$ cat config.mk
export PLATFORM = sky130hd
export DESIGN_NAME = packet_rx_sequencer
export DESIGN_NICKNAME = d
export VERILOG_FILES = /design/src/rtl/packet_rx_sequencer.sv
export SDC_FILE = /design/constraint.sdc
export NUM_CORES = 1
export LEC_CHECK = 0
export ABC_AREA = 1
export CAP_MARGIN = 10
export CORE_ASPECT_RATIO = 0.9
export CORE_MARGIN = 3
export CORE_UTILIZATION = 50
export CTS_CLUSTER_DIAMETER = 50
export DETAILED_ROUTE_END_ITERATION = 12
export GPL_ROUTABILITY_DRIVEN = 0
export PLACE_DENSITY = 0.66
export SYNTH_ARGS = -nofsm -noshare
export SYNTH_HDL_FRONTEND = slang
export SYNTH_SLANG_ARGS = --single-unit
$ cat constraint.sdc
create_clock -name CLK -period 5.1 [get_ports CLK]
set_input_delay 0.765 -clock CLK [delete_from_list [all_inputs] [get_ports CLK]]
set_output_delay 0.765 -clock CLK [all_outputs]
set_load 0.01 [all_outputs]
$ cat src/rtl/packet_rx_sequencer.sv
// Frames SYNC,HDR,D1,D2,CHK command packets from a byte-strobe stream and commits PORT1/PORT2 on a good check.
// Commit/error latency 1 cycle from the final strobe; no backpressure, every strobe is consumed, stalls time out.
module packet_rx_sequencer #(
  parameter logic [7:0] SYNC_BYTE       = 8'hA5,
  parameter int         TIMEOUT_CYCLES  = 50000,
  parameter int         LED_HOLD_CYCLES = 5000000,
  parameter int         CNT_W           = 23
) (
  input  logic       CLK,
  input  logic       RST,
  input  logic [7:0] BYTE_IN,
  input  logic       BYTE_VALID,
  output logic [7:0] PORT1,
  output logic [7:0] PORT2,
  output logic       PORT_UPDATE,
  output logic       LED_OK,
  output logic       LED_ERR,
  output logic [1:0] ERR_CODE,
  output logic [7:0] ERR_COUNT,
  output logic       BUSY
);

  typedef enum logic [2:0] {S_IDLE, S_HDR, S_D1, S_D2, S_CHK} state_t;

  localparam logic [CNT_W-1:0] TO_LAST  = CNT_W'(TIMEOUT_CYCLES - 1);
  localparam logic [CNT_W-1:0] LED_LOAD = CNT_W'(LED_HOLD_CYCLES);
  localparam logic [CNT_W-1:0] CNT_ONE  = CNT_W'(1);

  state_t           r_state;
  state_t           w_next;
  logic [7:0]       r_mask;
  logic [7:0]       r_d1;
  logic [7:0]       r_d2;
  logic [CNT_W-1:0] r_to_cnt;
  logic [CNT_W-1:0] r_ok_cnt;
  logic [CNT_W-1:0] r_err_cnt;
  logic [7:0]       r_port1;
  logic [7:0]       r_port2;
  logic             r_port_update;
  logic [1:0]       r_err_code;
  logic [7:0]       r_err_count;

  logic             w_timeout;
  logic             w_hdr_bad;
  logic             w_good;
  logic             w_err;
  logic [1:0]       w_code;

  // A byte in the expiry cycle wins over the timeout.
  assign w_timeout = (r_state != S_IDLE) && !BYTE_VALID && (r_to_cnt == TO_LAST);
  assign w_hdr_bad = (BYTE_IN[7:2] != 6'd0) || (BYTE_IN[1:0] == 2'd0);

  always_ff @(posedge CLK) begin
    if (RST) r_state <= S_IDLE;
    else     r_state <= w_next;
  end

  always_comb begin
    w_next = r_state;
    if (w_timeout) begin
      w_next = S_IDLE;
    end else if (BYTE_VALID) begin
      case (r_state)
        S_IDLE:  if (BYTE_IN == SYNC_BYTE) w_next = S_HDR;
        S_HDR:   w_next = w_hdr_bad ? S_IDLE : S_D1;
        S_D1:    w_next = S_D2;
        S_D2:    w_next = S_CHK;
        S_CHK:   w_next = S_IDLE;
        default: w_next = S_IDLE;
      endcase
    end
  end

  always_comb begin
    w_good = 1'b0;
    w_err  = 1'b0;
    w_code = 2'd0;
    if (w_timeout) begin
      w_err  = 1'b1;
      w_code = 2'd3;
    end else if (BYTE_VALID) begin
      if (r_state == S_HDR && w_hdr_bad) begin
        w_err  = 1'b1;
        w_code = 2'd1;
      end else if (r_state == S_CHK) begin
        if (BYTE_IN == (r_mask ^ r_d1 ^ r_d2)) begin
          w_good = 1'b1;
        end else begin
          w_err  = 1'b1;
          w_code = 2'd2;
        end
      end
    end
  end

  always_ff @(posedge CLK) begin
    if (RST) begin
      r_mask        <= 8'd0;
      r_d1          <= 8'd0;
      r_d2          <= 8'd0;
      r_to_cnt      <= '0;
      r_ok_cnt      <= '0;
      r_err_cnt     <= '0;
      r_port1       <= 8'd0;
      r_port2       <= 8'd0;
      r_port_update <= 1'b0;
      r_err_code    <= 2'd0;
      r_err_count   <= 8'd0;
    end else begin
      if (BYTE_VALID) begin
        if (r_state == S_HDR) r_mask <= BYTE_IN;
        if (r_state == S_D1)  r_d1   <= BYTE_IN;
        if (r_state == S_D2)  r_d2   <= BYTE_IN;
      end

      if (r_state == S_IDLE || BYTE_VALID || w_timeout) r_to_cnt <= '0;
      else                                              r_to_cnt <= r_to_cnt + CNT_ONE;

      r_port_update <= w_good;
      if (w_good) begin
        if (r_mask[0]) r_port1 <= r_d1;
        if (r_mask[1]) r_port2 <= r_d2;
        r_err_code <= 2'd0;
        r_ok_cnt   <= LED_LOAD;
      end else if (r_ok_cnt != '0) begin
        r_ok_cnt <= r_ok_cnt - CNT_ONE;
      end

      if (w_err) begin
        r_err_code <= w_code;
        if (r_err_count != 8'hFF) r_err_count <= r_err_count + 8'd1;
        r_err_cnt <= LED_LOAD;
      end else if (r_err_cnt != '0) begin
        r_err_cnt <= r_err_cnt - CNT_ONE;
      end
    end
  end

  assign PORT1       = r_port1;
  assign PORT2       = r_port2;
  assign PORT_UPDATE = r_port_update;
  assign LED_OK      = (r_ok_cnt != '0);
  assign LED_ERR     = (r_err_cnt != '0);
  assign ERR_CODE    = r_err_code;
  assign ERR_COUNT   = r_err_count;
  assign BUSY        = (r_state != S_IDLE);

endmodule

# Word-level counts from Yosys, hierarchy flattened
# Index checks and enable logic that the tools add are counted.
dict set report totals {
  regBits 123
  input_bits 11
  output_inout_bits 30
  word_cells 80
}
dict set report classes {
  addsub 4
  eq_ne 9
  muxes 24
  bitwise 2
  reduce_logical 27
}
# cell count
set op_table {}
lappend op_table {{two-way mux 23 bit} 4}
lappend op_table {{nonzero test 23 bit} 2}
lappend op_table {{subtractor 23 x 1 -> 23 bit (second input constant)} 2}
lappend op_table {{adder 23 x 1 -> 23 bit (second input constant)} 1}
lappend op_table {{== test 23 x 16 -> 1 bit (second input constant)} 1}
lappend op_table {{two-way mux 2 bit} 8}
lappend op_table {{bitwise XOR 8 bit} 2}
lappend op_table {{AND reduction 2 bit} 7}
lappend op_table {{case mux 3 bit (4 select lines)} 1}
lappend op_table {{two-way mux 1 bit} 10}
lappend op_table {{adder 8 x 1 -> 8 bit (second input constant)} 1}
lappend op_table {{== test 8 bit} 1}
lappend op_table {{== test 8 bit (second input constant)} 1}
lappend op_table {{inequality test 8 bit (second input constant)} 1}
lappend op_table {{OR reduction 2 bit} 4}
lappend op_table {{== test 3 x 2 -> 1 bit (second input constant)} 2}
lappend op_table {{nonzero test 2 bit} 3}
lappend op_table {{nonzero test 6 bit} 1}
lappend op_table {{== test 3 x 1 -> 1 bit (second input constant)} 1}
lappend op_table {{== test 3 bit (second input constant)} 1}
lappend op_table {{logical AND 1 bit} 3}
lappend op_table {{zero test 3 bit} 1}
lappend op_table {{logical OR 1 bit} 3}
lappend op_table {{two-way mux 3 bit} 1}
lappend op_table {{other kinds (4)} 4}

# Logic depth before layout (Yosys ltp)
# Gate-level depths: netlist of the first run.
dict set report logic_depth {
  ltp_word 10
  depth_mapped 15
  mapped_depth_nobuf 15
}

# Worst setup path before layout of the first run
# Ideal clock, no wire load.
dict set report synth_timing {
  path_type {input port to flip-flop}
  from {input BYTE_IN[7]}
  to {register r_err_cnt[22]}
  setup_time_ps 115
  t_arrival_ps 1822
  required_ps 4985
  slack_ps 3163
  path_stages 13
  path_buffers 1
  path_cell_list {inv_1 -> nand2_1 -> nand2_1 -> nand2_1 -> nand2_1 -> nand2_1 -> nor2_4 -> nand2_2 -> nand2_2 -> nand2_4 -> buf_4 -> o21ai_0 -> inv_1}
}
dict set report synth_via {
  elab_chain_cells 7
  elab_cells_between_ends 11
  classes_between {eq/ne (1); mux (6); reduce/logical (4)}
}
# item line_no
set synth_lines {}
lappend synth_lines {{start: declaration} 11} ;# input logic [7:0] BYTE_IN,
lappend synth_lines {{== test 8 bit or nonzero test 6 bit (tied branches)} {86, 51}}
lappend synth_lines {{two-way mux 1 bit or logical OR 1 bit (tied branches)} {86, 51}}
lappend synth_lines {{two-way mux 1 bit or logical AND 1 bit (tied branches)} {85, 82}}
lappend synth_lines {{two-way mux 1 bit *} 82} ;# if (r_state == S_HDR && w_hdr_bad) begin
lappend synth_lines {{two-way mux 1 bit *} 81} ;# end else if (BYTE_VALID) begin
lappend synth_lines {{two-way mux 1 bit *} 78} ;# if (w_timeout) begin
lappend synth_lines {{two-way mux 23 bit or nonzero test 2 bit (tied branches)} --}
lappend synth_lines {{end signal: assignment} 134} ;# r_err_cnt <= r_err_cnt - CNT_ONE;
lappend synth_lines {{end: declaration} 36} ;# logic [CNT_W-1:0] r_err_cnt;
# Every way passes the cells marked *; elsewhere a longest branch is shown, timed or not.
# A chain may end at the register's enable or synchronous reset.

# Worst setup path in the final report of the first run
dict set report layout_timing {
  from {register r_err_cnt[0]}
  to {output LED_ERR}
}
dict set report layout_via {
  elab_chain_cells 1
}
# item line_no
set layout_lines {}
lappend layout_lines {{nonzero test 23 bit} 143} ;# assign LED_ERR = (r_err_cnt != '0);
lappend layout_lines {{end: declaration} 17} ;# output logic LED_ERR,
# No other way between the ends.

==> results of run 1 <==
## synthesized netlist by cell type, drive strengths merged
cell type    n  area share [%]
nand2      241              15
nor2       183              11
inv        124             7.3
dfxtp      123              39
a21oi       68             5.4
nand3       49             4.2
o21ai       41             3.2
nor3        26             2.2
xor2        22             3.0
xnor2       21             2.9
clkbuf      11            0.82
nand4       10            0.98
nor4         9            0.88
buf          8             1.0
or2          8            0.78
ha           5            0.98
nor3b        4            0.47
nand3b       3            0.35
a31oi        2            0.20
clkinv       2            0.12
o21a         2            0.24
a211oi       1            0.12
a21boi       1            0.12
a31o         1            0.14
and3         1           0.098
o22ai        1           0.098
or4          1            0.12
## cells in the final DEF (no fill, tap or decap), types with 2 or more instances in the layout
cell type / synthesis / final
nor2_1: 180 / 180
nand2_4: 2 / 2
nand4_1: 10 / 10
or2_2: 8 / 8
nor3_1: 25 / 25
clkbuf_16: 0 / 17
nor2_2: 2 / 2
xor2_1: 22 / 22
bufinv_16: 0 / 2
inv_2: 4 / 4
nand2_2: 5 / 5
clkdlybuf4s50_1: 0 / 40
nor3b_1: 4 / 4
nor4_1: 9 / 9
o21ai_0: 41 / 41
clkinv_1: 2 / 2
nand2_1: 234 / 234
clkbuf_8: 1 / 4
a31oi_1: 2 / 2
xnor2_1: 21 / 21
a21oi_1: 67 / 67
nand3b_1: 3 / 3
o21a_1: 2 / 2
ha_1: 5 / 5
nand3_1: 46 / 46
dfxtp_1: 123 / 123
inv_1: 119 / 119
clkinv_2: 0 / 5
nand3_2: 2 / 2
## power by group through the flow
stage / logic, mW / registers [mW] / clock network [mW]
after CTS: 1.47 / 1.25 / 1.19
after global placement: 1.44 / 1.26 / 0
after global routing: 1.70 / 1.27 / 1.23
after detailed placement: 1.45 / 1.26 / 0
final: 1.48 / 1.25 / 1.17
after floorplan: 1.19 / 1.23 / 0
## layer usage
layer  vias to the layer above  routed length (um)
li1                       3137                   -
met1                      2539                7560
met2                        94                6100
met3                        22                 534
met4                         0                 192
met5                         -                   0
## stage by stage
step	setup slack [ns]	hold slack [ns]	power (mW)	std cells	area, um^2
global placement	2.13	0.426	2.71	1150	6870
detailed placement	2.14	0.442	2.71	1150	6870
CTS	2.23	0.454	3.91	1179	7440
floorplan	3.16	0.413	2.42	968	6380
global route	2.02	0.469	4.20	1179	7440
finish	2.22	0.450	3.89	1179	7440
## registers in the layout (all words and copies together), names as in the netlist
name and cells:
ERR_CODE 2, ERR_COUNT 8, PORT1 8, PORT2 8, PORT_UPDATE 1, r_d1 8
r_d2 8, r_err_cnt 23, r_mask 8, r_ok_cnt 23, r_state 3, r_to_cnt 23
## worst paths after layout
path	startpoint	end	slack, ns	cells after the start
hold / removal	r_to_cnt[0]	r_to_cnt[0]	0.45	1
setup reg to reg	r_err_cnt[0]	r_err_cnt[9]	2.86	9
setup / recovery	r_err_cnt[0]	LED_ERR	2.22	6
hold reg to reg	r_to_cnt[0]	r_to_cnt[0]	0.45	1
## logic make-up (layout without fill, tap and decap cells)
| family | after synthesis | in the layout | share of synthesized area [%] |
|---|---|---|---|
| simple gates | 535 | 535 | 35.7 |
| buf+inv | 145 | 196 | 9.32 |
| flops | 123 | 123 | 38.6 |
| compound gates | 117 | 117 | 9.51 |
| xor+xnor | 43 | 43 | 5.90 |
| fa+ha+maj | 5 | 5 | 0.981 |
## cell type report
cell class / count / area, um^2 / area share (%)
multi-input cells: 700 / 3320 / 44.6
flip-flops and latches: 123 / 2460 / 33.1
clock buffers: 21 / 480 / 6.46
inverters: 126 / 475 / 6.39
repair buffers: 41 / 408 / 5.48
well taps: 160 / 200 / 2.69
clock inverters: 8 / 93.8 / 1.26
==> results.sh, run 1 <==
export IMPL_path_cells="inv_1 > ha_1 > nand2_1 > nor3_1 > nand3_1 > clkdlybuf4s50_1"
export IMPL_p_int_mw=2.42
export IMPL_grt_max_degree=53
export IMPL_power_frac_comb_pct=37.9
export IMPL_grt_ovfl_total=0
export IMPL_busiest_layer="met2"
export IMPL_synthCells=968
export IMPL_vias=5792
export IMPL_met2_usage_pct=31.9
export IMPL_grt_use_met3_pct=4.67
export IMPL_ir_drop_mv=0.276
export IMPL_clk_pin_slew_ns=0.05
export IMPL_switching_share_pct=37.7
export IMPL_antennaDiodeCount=0
export IMPL_synth_seq_cells=123
export IMPL_hpwl_um=10300
export IMPL_pwr_share_seq_pct=32.1
export IMPL_fillers=1191
export IMPL_ys_seq_area_share_pct=38.6
export IMPL_hold_class="reg -> reg"
export IMPL_path_delay_family="buffers and inverters"
export IMPL_use_met1_pct=30.6
export IMPL_crit_arrival_ns=2.11
export IMPL_start_kind="register"
export IMPL_num_rows=38
export IMPL_max_cap_viol_count=0
export IMPL_fin_crit_sh_pct=56.4
export IMPL_placement_io_buffers=40
export IMPL_cp_data_required_time_ns=4.34
export IMPL_power_density_mw_per_mm2=523
export IMPL_nNetsFinal=1025
export IMPL_ys_warnings_count=0
export IMPL_grt_setup_unrepaired="no"
export IMPL_cellLeakagePower_nw=3.34
export IMPL_root_buffer="clkbuf_16"
export IMPL_finClkSkew_ns=0.0110
export IMPL_die_h_um=113
export IMPL_setup_viol=0
export IMPL_layout_drive_gt1_share_pct=5.79
export IMPL_initial_utilization_pct=52.0
export IMPL_avgSynthCellArea_um2=6.59
export IMPL_clk_path_buf_depth=2
export IMPL_drcViolationCount=0
export IMPL_endpoint_kind="output port"
export IMPL_antenna_found_initial=0
export IMPL_worstSetupPathType="reg -> out"
export IMPL_wl_um=14400
export IMPL_slowest_delay_ns=0.51
export IMPL_track_usage_pct=21.3
export IMPL_tightest_slew_ns=0.981
export IMPL_grt_pass1_wl_um=24900
export IMPL_routedWlPerCell_um=12.2
export IMPL_cts_tree="done"
export IMPL_syn_to_final_growth_pct=16.7
export IMPL_syn_area_mm2=0.00638
export IMPL_finalSetupTns_ns=0
export IMPL_pwr_share_clk_pct=30.0
export IMPL_drt_first_pass_iters=7
export IMPL_outcome="complete, no violations"
export IMPL_grt_pass1_vias=5226
export IMPL_path_buf_inv=2
export IMPL_cts_sinks=123
export IMPL_syn_nets=984
export IMPL_hold_violations=0
export IMPL_cts_resized=0
export IMPL_cp_slowest_cell="clkdlybuf4s50_1"
export IMPL_fp_coreArea_mm2=0.0123
export IMPL_slew_viol_final=0
export IMPL_cts_setup_buffers=0
export IMPL_clock_latency_ns=0.42
export IMPL_io_pins=41
export IMPL_synth_cell_type_count=41
export IMPL_drt_initial_drc_count=441
export IMPL_postCtsHoldBufs=0
export IMPL_numCtsBuffers=17
export IMPL_via_per_inst=4.91
export IMPL_p_sw_mw=1.47
export IMPL_h_tree_depth=4
export IMPL_cp_max_fo=5
export IMPL_min_period_ns=2.88
export IMPL_die_area_mm2=0.0142
export IMPL_die_x_um=125
export IMPL_max_slew_margin_rel_pct=34.3
export IMPL_fmax_mhz=347
export IMPL_ant_nets=0
export IMPL_postLayoutCoreUtil_pct=60.7
Power figures use the tool's default switching activity.
==> run 2: changes to the inputs <==
==> constraint.sdc (replaced) <==
create_clock -name CLK -period 2.7 [get_ports CLK]
set_input_delay 0.405 -clock CLK [delete_from_list [all_inputs] [get_ports CLK]]
set_output_delay 0.405 -clock CLK [all_outputs]
set_load 0.01 [all_outputs]
==> run 2 against run 1 <==
- cell count up 0.59%
- routed wire length is 0.81% higher
- largest cell class unchanged
- non-clock buffer count up 9
- utilization increased by 0.36 points
- largest power group unchanged
==> results.sh, run 2 (synthesized netlist as in run 1, its figures left out) <==
export IMPL_outcome="complete, no violations"
export IMPL_pwr_share_seq_pct=32.4
export IMPL_finClkSkew_ns=0.00807
export IMPL_hold_class="reg -> reg"
export IMPL_cts_setup_buffers=0
export IMPL_drt_initial_drc_count=370
export IMPL_power_density_mw_per_mm2=973
export IMPL_postCtsHoldBufs=0
export IMPL_ant_nets=0
export IMPL_power_frac_comb_pct=38.5
export IMPL_die_area_mm2=0.0142
export IMPL_path_buf_inv=2
export IMPL_hold_depth=2
export IMPL_layout_drive_gt1_share_pct=6.24
export IMPL_grt_max_degree=53
export IMPL_r2r_cells=9
export IMPL_nNetsFinal=1034
export IMPL_grt_pass1_vias=5293
export IMPL_layout_common_cells="nand2_1, nor2_1, dfxtp_1, inv_1, a21oi_1"
export IMPL_min_period_ns=2.49
export IMPL_placement_io_buffers=40
export IMPL_cts_sinks=123
export IMPL_antennaDiodeCount=0
export IMPL_track_usage_pct=21.0
export IMPL_cp_data_required_time_ns=2.30
export IMPL_io_pins=41
export IMPL_worstSetupPathType="reg -> out"
export IMPL_hold_end="PORT1[0]"
export IMPL_syn_to_final_growth_pct=17.4
export IMPL_final_common_cell="nand2_1"
export IMPL_clk_pin_slew_ns=0.05
export IMPL_p_sw_mw=2.73
export IMPL_drcViolationCount=0
export IMPL_slew_viol_final=0
export IMPL_max_slew_margin_rel_pct=64.6
export IMPL_start_kind="register"
export IMPL_cp_slowest_cell="clkdlybuf4s50_1"
export IMPL_grt_setup_unrepaired="no"
export IMPL_cp_max_fo=5
export IMPL_grt_ovfl_total=0
export IMPL_initial_utilization_pct=52.0
export IMPL_fillers=1212
export IMPL_place_ws_ns=0.327
export IMPL_tightest_slew_ns=0.526
export IMPL_rrSetupSlack_ns=0.65
export IMPL_path_delay_family="buffers and inverters"
export IMPL_pwr_share_clk_pct=29.1
export IMPL_reg_top3="r_err_cnt x23, r_ok_cnt x23, r_to_cnt x23"
export IMPL_fmax_mhz=402
export IMPL_seq_area_mm2=0.00246
export IMPL_drt_first_pass_iters=5
export IMPL_cts_tree="done"
export IMPL_hold_violations=0
export IMPL_fin_ws_ns=0.214
export IMPL_finalSetupTns_ns=0
export IMPL_h_tree_depth=4
export IMPL_clock_latency_ns=0.41
export IMPL_fin_crit_sh_pct=92.1
export IMPL_cts_resized=0
export IMPL_p_int_mw=4.55
export IMPL_path_cells="inv_1 > ha_1 > nand2_1 > nor3_1 > nand3_1 > clkdlybuf4s50_1"
export IMPL_routedWlPerCell_um=12.2
export IMPL_max_cap_viol_count=0
export IMPL_slowest_delay_ns=0.50
export IMPL_endpoint_kind="output port"
export IMPL_multi_input_area_mm2=0.00332
export IMPL_clk_path_buf_depth=2
export IMPL_antenna_found_initial=0
export IMPL_via_per_inst=5.00
export IMPL_crit_arrival_ns=2.08
export IMPL_wl_um=14500
export IMPL_root_buffer="clkbuf_16"
export IMPL_num_rows=38
export IMPL_cellLeakagePower_nw=3.37
export IMPL_numCtsBuffers=17
export IMPL_hold_slack_ns=0.451
export IMPL_die_x_um=125
export IMPL_die_h_um=113
export IMPL_setup_viol=0
export IMPL_worstHoldStart="PORT1[0]"
export IMPL_switching_share_pct=37.5
export IMPL_hpwl_um=10600
export IMPL_fp_coreArea_mm2=0.0123
export IMPL_vias=5933
export IMPL_r2r_end="r_err_cnt[9]"
export IMPL_r2r_start="r_err_cnt[0]"
export IMPL_grt_pass1_wl_um=24600
export IMPL_ir_drop_mv=0.567
[run 2: cell types whose count changed in the layout (fill, tap and decap cells not counted)]
cell,delta
buf_4,+9
clkinv_4,-1
clkinv_2,-4
bufinv_16,-1
clkbuf_8,+2
clkbuf_1,+2
[run 2: power by group through the flow]
stage	combinational, mW	sequential, mW	clock [mW]
global placement	2.76	2.38	0
detailed placement	2.77	2.38	0
finish	2.81	2.36	2.12
floorplan	2.25	2.32	0
global route	3.21	2.40	2.23
CTS	2.80	2.35	2.16
[run 2: layout make-up]
cell class | count | share of cell area, %
repair buffers | 50 | 6.35
well taps | 160 | 2.67
inverters | 126 | 6.35
clock buffers | 25 | 6.89
flip-flops and latches | 123 | 32.9
multi-input cells | 700 | 44.4
clock inverters | 2 | 0.468
[run 2: worst max path at each step]
stage / start / endpoint / slack, ns / cells past startpoint
3_5_place_dp: BYTE_IN[2] / PORT1[5] / 0.33 / 14
3_3_place_gp: BYTE_IN[2] / r_ok_cnt[12] / 0.34 / 14
5_1_grt: r_ok_cnt[11] / LED_OK / 0.006 / 5
2_1_floorplan: r_err_cnt[0] / r_err_cnt[18] / 1.01 / 10
4_1_cts: r_ok_cnt[0] / LED_OK / 0.21 / 6
6_report: r_err_cnt[0] / LED_ERR / 0.21 / 6
[run 2: tightest hold or removal path: stages, from the launching register on]
cell and delay, ns:
dfxtp_1 0.31, inv_1 0.05, a21oi_1 0.05
[run 2: metal layers]
metal | vias up | track usage (%) | part of all wire (%)
li1 | 3139 | - | -
met1 | 2664 | 29.3 | 52
met2 | 115 | 32.3 | 43
met3 | 15 | 4.29 | 3.8
met4 | 0 | 7.66 | 1.3
met5 | - | 0 | 0
[run 2: per-stage QoR]
stage	util [%]	instances	instance area (um^2)	total power [mW]
after detailed placement	56.5	1159	6940	5.15
final	61.0	1186	7490	7.28
after floorplan	-	968	6380	4.57
after global placement	56.5	1159	6940	5.15
after CTS	61.0	1186	7490	7.32
after global routing	61.0	1186	7490	7.84
